`config.mk`:
```
export PLATFORM = sky130hd
export DESIGN_NAME = rotozoom_addr_gen
export DESIGN_NICKNAME = d
export VERILOG_FILES = /design/src/rtl/rotozoom_addr_gen.sv
export SDC_FILE = /design/constraint.sdc
export NUM_CORES = 2
export LEC_CHECK = 0
export CORE_MARGIN = 8
export CORE_UTILIZATION = 67
export CTS_BUF_LIST = sky130_fd_sc_hd__clkbuf_4 sky130_fd_sc_hd__clkbuf_8 sky130_fd_sc_hd__clkbuf_16
export DETAILED_ROUTE_END_ITERATION = 8
export PLACE_DENSITY = 0.82
export SLEW_MARGIN = 0
export SYNTH_ARGS = -nofsm -noshare
export SYNTH_HDL_FRONTEND = slang
export SYNTH_SLANG_ARGS = --single-unit
```
`constraint.sdc`:
```
create_clock -name clk -period 14.8 [get_ports clk]
set_clock_uncertainty 0.2 [all_clocks]
set_input_delay 2.22 -clock clk [delete_from_list [all_inputs] [get_ports clk]]
set_output_delay 2.22 -clock clk [all_outputs]
set_load 0.02 [all_outputs]
```
`src/rtl/rotozoom_addr_gen.sv`:
```
// Rotozoom texel address generator: per-frame stride/row-start setup, then per-pixel u/v stepping.
// Optional `ROTOZOOM_CENTRE_EN moves the rotation centre to screen pixel (CX,CY).
module rotozoom_addr_gen #(
   parameter int TEX_W  = 7,
   parameter int FRAC_W = 16,
   parameter int SHIFT  = 3,
   parameter int MIRROR = 0,
   parameter int CX     = 320,
   parameter int CY     = 240
) (
   input  logic               clk,
   input  logic               resetn,
   input  logic               frame_start,
   input  logic signed [15:0] cos_val,
   input  logic signed [15:0] sin_val,
   input  logic signed [15:0] scale,
   input  logic               line_start,
   input  logic               pix_en,
   output logic               busy,
   output logic [TEX_W-1:0]   tex_u,
   output logic [TEX_W-1:0]   tex_v,
   output logic               out_valid
);
   localparam int ACC_W = TEX_W + FRAC_W + 1;
   localparam int PSH   = 28 - FRAC_W + SHIFT;

   typedef enum logic [1:0] {
      IDLE        = 2'd0,
      CALC_STRIDE = 2'd1,
      CALC_START  = 2'd2,
      READY       = 2'd3
   } state_t;

   state_t state_q, state_d;
   logic signed [15:0] cos_q, cos_d, sin_q, sin_d, scale_q, scale_d;
   logic [ACC_W-1:0]   du_q, du_d, dv_q, dv_d;
   logic [ACC_W-1:0]   u_q, u_d, v_q, v_d, us_q, us_d, vs_q, vs_d;
   logic [TEX_W-1:0]   tex_u_q, tex_u_d, tex_v_q, tex_v_d;
   logic               valid_q, valid_d;
   logic signed [31:0] prod_u_s, prod_v_s;

   // Texel index from an accumulator; the top bit selects the mirrored half when enabled.
   function automatic logic [TEX_W-1:0] texel(input logic [ACC_W-1:0] acc);
      logic [TEX_W-1:0] t;
      t = acc[TEX_W+FRAC_W-1:FRAC_W];
      if ((MIRROR != 0) && acc[ACC_W-1]) begin
         texel = ~t;
      end else begin
         texel = t;
      end
   endfunction

   assign prod_u_s = $signed({{16{scale_q[15]}}, scale_q}) * $signed({{16{cos_q[15]}}, cos_q});
   assign prod_v_s = $signed({{16{scale_q[15]}}, scale_q}) * $signed({{16{sin_q[15]}}, sin_q});

   // Next-state, stride/row-start setup and per-pixel accumulator stepping.
   always_comb begin
      state_d = state_q;
      cos_d   = cos_q;
      sin_d   = sin_q;
      scale_d = scale_q;
      du_d    = du_q;
      dv_d    = dv_q;
      u_d     = u_q;
      v_d     = v_q;
      us_d    = us_q;
      vs_d    = vs_q;
      tex_u_d = tex_u_q;
      tex_v_d = tex_v_q;
      valid_d = 1'b0;
      case (state_q)
         IDLE: begin
            state_d = IDLE;
         end
         CALC_STRIDE: begin
            du_d    = ACC_W'(prod_u_s >>> PSH);
            dv_d    = ACC_W'(prod_v_s >>> PSH);
            state_d = CALC_START;
         end
         CALC_START: begin
`ifdef ROTOZOOM_CENTRE_EN
            us_d = ACC_W'(CY) * dv_q - ACC_W'(CX) * du_q;
            vs_d = -(ACC_W'(CX) * dv_q) - ACC_W'(CY) * du_q;
`else
            us_d = {ACC_W{1'b0}};
            vs_d = {ACC_W{1'b0}};
`endif
            state_d = READY;
         end
         READY: begin
            if (line_start) begin
               u_d  = us_q;
               v_d  = vs_q;
               us_d = us_q - dv_q;
               vs_d = vs_q + du_q;
            end else if (pix_en) begin
               u_d = u_q + du_q;
               v_d = v_q + dv_q;
            end else begin
               u_d = u_q;
               v_d = v_q;
            end
            // The emitted texel is the accumulator value after this pixel's update.
            if (pix_en) begin
               valid_d = 1'b1;
               tex_u_d = texel(u_d);
               tex_v_d = texel(v_d);
            end else begin
               valid_d = 1'b0;
            end
         end
         default: begin
            state_d = IDLE;
         end
      endcase
      if (frame_start) begin
         state_d = CALC_STRIDE;
         cos_d   = cos_val;
         sin_d   = sin_val;
         scale_d = scale;
      end else begin
         cos_d   = cos_d;
      end
   end

   // State, parameter and accumulator registers.
   always_ff @(posedge clk or negedge resetn) begin
      if (!resetn) begin
         state_q <= IDLE;
         cos_q   <= 16'sd0;
         sin_q   <= 16'sd0;
         scale_q <= 16'sd0;
         du_q    <= {ACC_W{1'b0}};
         dv_q    <= {ACC_W{1'b0}};
         u_q     <= {ACC_W{1'b0}};
         v_q     <= {ACC_W{1'b0}};
         us_q    <= {ACC_W{1'b0}};
         vs_q    <= {ACC_W{1'b0}};
         tex_u_q <= {TEX_W{1'b0}};
         tex_v_q <= {TEX_W{1'b0}};
         valid_q <= 1'b0;
      end else begin
         state_q <= state_d;
         cos_q   <= cos_d;
         sin_q   <= sin_d;
         scale_q <= scale_d;
         du_q    <= du_d;
         dv_q    <= dv_d;
         u_q     <= u_d;
         v_q     <= v_d;
         us_q    <= us_d;
         vs_q    <= vs_d;
         tex_u_q <= tex_u_d;
         tex_v_q <= tex_v_d;
         valid_q <= valid_d;
      end
   end

   assign busy      = (state_q == CALC_STRIDE) || (state_q == CALC_START);
   assign tex_u     = tex_u_q;
   assign tex_v     = tex_v_q;
   assign out_valid = valid_q;

endmodule

```
==> reports/metrics.cfg <==
[run_status]
status=complete, no violations

[sta]
timing_hold_violations_final=0
post-route-worst-setup-slack_ps=7810
report.final.slew_viol_count=0
slew_headroom=0.326
period_needed_ps=6990
final-setup-viol-count=0
share_of_the_clock_period_used_by_the_worst_path_after_layout=0.472
worst_pin_slew_ps=1010
maxClockFrequency_mhz=143
setup_repair_after_global_routing_missed_its_margin=no
tns_ps=0

[worst_setup_path]
worstPathCellList=buf_4 -> nand2_1 -> fa_1 -> inv_1 -> fa_1 -> inv_1 -> fa_1 -> inv_1 -> fa_1 -> fa_1 -> inv_1 -> fa_1 -> inv_1 -> ha_1 -> and4_1 -> nand4_1 -> or3_1 -> o211ai_1 -> nor3_4 -> o31ai_2 -> a31oi_1 -> xor2_1 -> mux2i_1
timing.critical_path.fanout_max=18
worst_path_max_delay_cell=sky130_fd_sc_hd__dfrtp_1
worst_setup_path_start_kind=flop
cpPeakStageDelay_ps=690
crit_required_ps=14970
cell_type_with_the_highest_occurrence_count_on_the_critical_path=sky130_fd_sc_hd__fa_1
setup.worst_path.class=flop to flop
worst_setup_path_end_kind=flop
worstPathArrival_ps=7160

[finish]
antennaDiodeCount=0
final_cell_mix=604 x sky130_fd_sc_hd__inv_1, 526 x sky130_fd_sc_hd__fa_1, 332 x sky130_fd_sc_hd__nand2_1
finalCoreUtilization=0.712
fillCellCount=3247
syn2layout_area_growth_pct=5.78
mostFrequentLayoutCell=sky130_fd_sc_hd__inv_1
multiInputGateArea_sq_mm=0.0228
final_cells=3813
post_route_cells_drive_above_1_share=0.0461
ff_latch_area_sq_mm=0.00478
layout.nets=4029

[synthesis]
synthFlopType=sky130_fd_sc_hd__dfrtp_1
synth.yosys.seq_area_share=0.158
post-synth-top-area-fraction=0.348
netlist.top_cell.by_area=sky130_fd_sc_hd__fa_1
syn-mean-instance-area_sq_um=9.43
async_flop_share=1.00
syn_nets=4043
synthCells=3214
syn_area_sq_mm=0.0303
yosysWarningCount=0
yosys_register_bits=191
synth.top_cells.by_area=sky130_fd_sc_hd__fa_1 35%, sky130_fd_sc_hd__dfrtp_1 16%, sky130_fd_sc_hd__ha_1 10%, sky130_fd_sc_hd__inv_1 7.5%, sky130_fd_sc_hd__and2_1 5.1%
netlist-cell-type-count=75
synth-edff-count=0

[clock_network]
cts_tree=built
clock_tree.htree_level_count=4
maximum_clock_path_buffer_count=2
clockRootBuffer=sky130_fd_sc_hd__clkbuf_16
post_cts_resized=0
cts_num_sinks=191
clkLatencyLatePin_ps=500
path_clk_slew_ps=80
ctsHoldBuffers=0
numCtsBuffers=17
postCtsSetupRepairBufs=0

[drt]
number_of_optimization_iterations_in_the_first_detailed_route_pass=5
dr.max_layer_used=met4
vias=22902
route.final.wire_length_mm=75.8
detailroute.wirelength.met3_mm=4.52
wl_met1_mm=28.6
post_drt_wl_per_cell_microns=19.9
dr.first_iter.drc_count=1789
detail_route.drc_violations=0
ant_nets=0
detail_route.vias_per_cell=6.01
met2_wirelength_mm=37.9

[floorplanning]
die_area_sq_mm=0.0523
rows=78
dieWidth_microns=229
fp.dieH_microns=229
design.core.area_sq_mm=0.0450
start_util=0.674
number_of_placed_i_o_pins=69

[global_routing]
number_of_antenna_violations_at_the_first_check_in_global_routing=0
grt_max_degree=117
via_count_of_the_first_global_routing_pass=25079
first_pass_grt_wire_length_mm=127
global_route.usage.total=0.302
grt_remaining_overflow=0

[place]
portBuffers=68
dp_cells=3781
dp_hpwl_mm=58.6
place_ws_ps=7840
globalplace.congestion=0.910

[run]
max-cap-violations=0

[worst_hold_path]
hold_class=flop to flop

[kinds of logic (layout without fill, tap and decap cells)]
kind of cell,after synthesis,after routing,share of synthesized area
flops,191,191,0.158
mux,76,76,0.0277
xor+xnor,122,122,0.0353
simple gates,855,855,0.139
compound gates,460,460,0.0984
buf+inv,734,733,0.0910
fa+ha+maj,776,776,0.451
[state kept, by name, summed over array words and instances (netlist names), 16 cells and up]
signal,cells
dv_q,17
sin_q,16
u_q,23
v_q,23
scale_q,16
us_q,23
vs_q,23
cos_q,16
du_q,17
[path summary, 6_finish.rpt]
path	to	depth (start not counted)	start	slack, ps
max reg2reg	dv_q[15]	23	scale_q[5]	7810
min in group asynchronous	sin_q[11]	1	resetn	1670
min	tex_u[1]	2	tex_u[1]	300
max in group asynchronous	dv_q[1]	2	resetn	11070
min reg2reg	tex_u[1]	2	tex_u[1]	300
max	dv_q[15]	23	scale_q[5]	7810
[worst max-delay path, delay by kind of cell (launching register included)]
family	cells	cell delay, ps
AO/OA/AOI/OAI	3	850
XOR/XNOR	1	190
adder cells (fa/ha/maj)	7	3250
AND/OR/NAND/NOR	5	990
flip-flops	1	690
multiplexers	1	90
buffers and inverters	6	580
[cell usage after synthesis, drive strengths merged, types with 24 or more instances]
cell / n
nor3: 27
clkbuf: 122
ha: 250
o22ai: 34
fa: 526
nand2: 332
o21ai: 107
nand3: 24
dfrtp: 191
inv: 605
xnor2: 75
nor2: 112
xor2: 47
a21o: 58
and2: 245
mux2: 62
a21oi: 120
[cell type report]
| type | instances | share of cell area |
|---|---|---|
| clock inverters | 13 | 0.00394 |
| multi-input cells | 2289 | 0.711 |
| clock buffers | 19 | 0.0141 |
| flip-flops and latches | 191 | 0.149 |
| well taps | 600 | 0.0234 |
| inverters | 605 | 0.0709 |
| repair buffers | 96 | 0.0278 |
[stage by stage]
stage / hold slack, ps / instance area, sq um
floorplan: 254 / 30300
global placement: 274 / 31500
detailed placement: 285 / 31500
CTS: 316 / 32100
global route: 343 / 32100
finish: 302 / 32100
[routing by layer]
| metal | GRT usage | up-vias |
|---|---|---|
| met2 | 0.511 | 923 |
| li1 | - | 10088 |
| met5 | 0 | - |
| met3 | 0.0464 | 282 |
| met4 | 0.182 | 0 |
| met1 | 0.362 | 11609 |
Power is left out: the tool's default activity adds up to more than one toggle a clock period on the data nets, which glitch-free logic cannot reach.
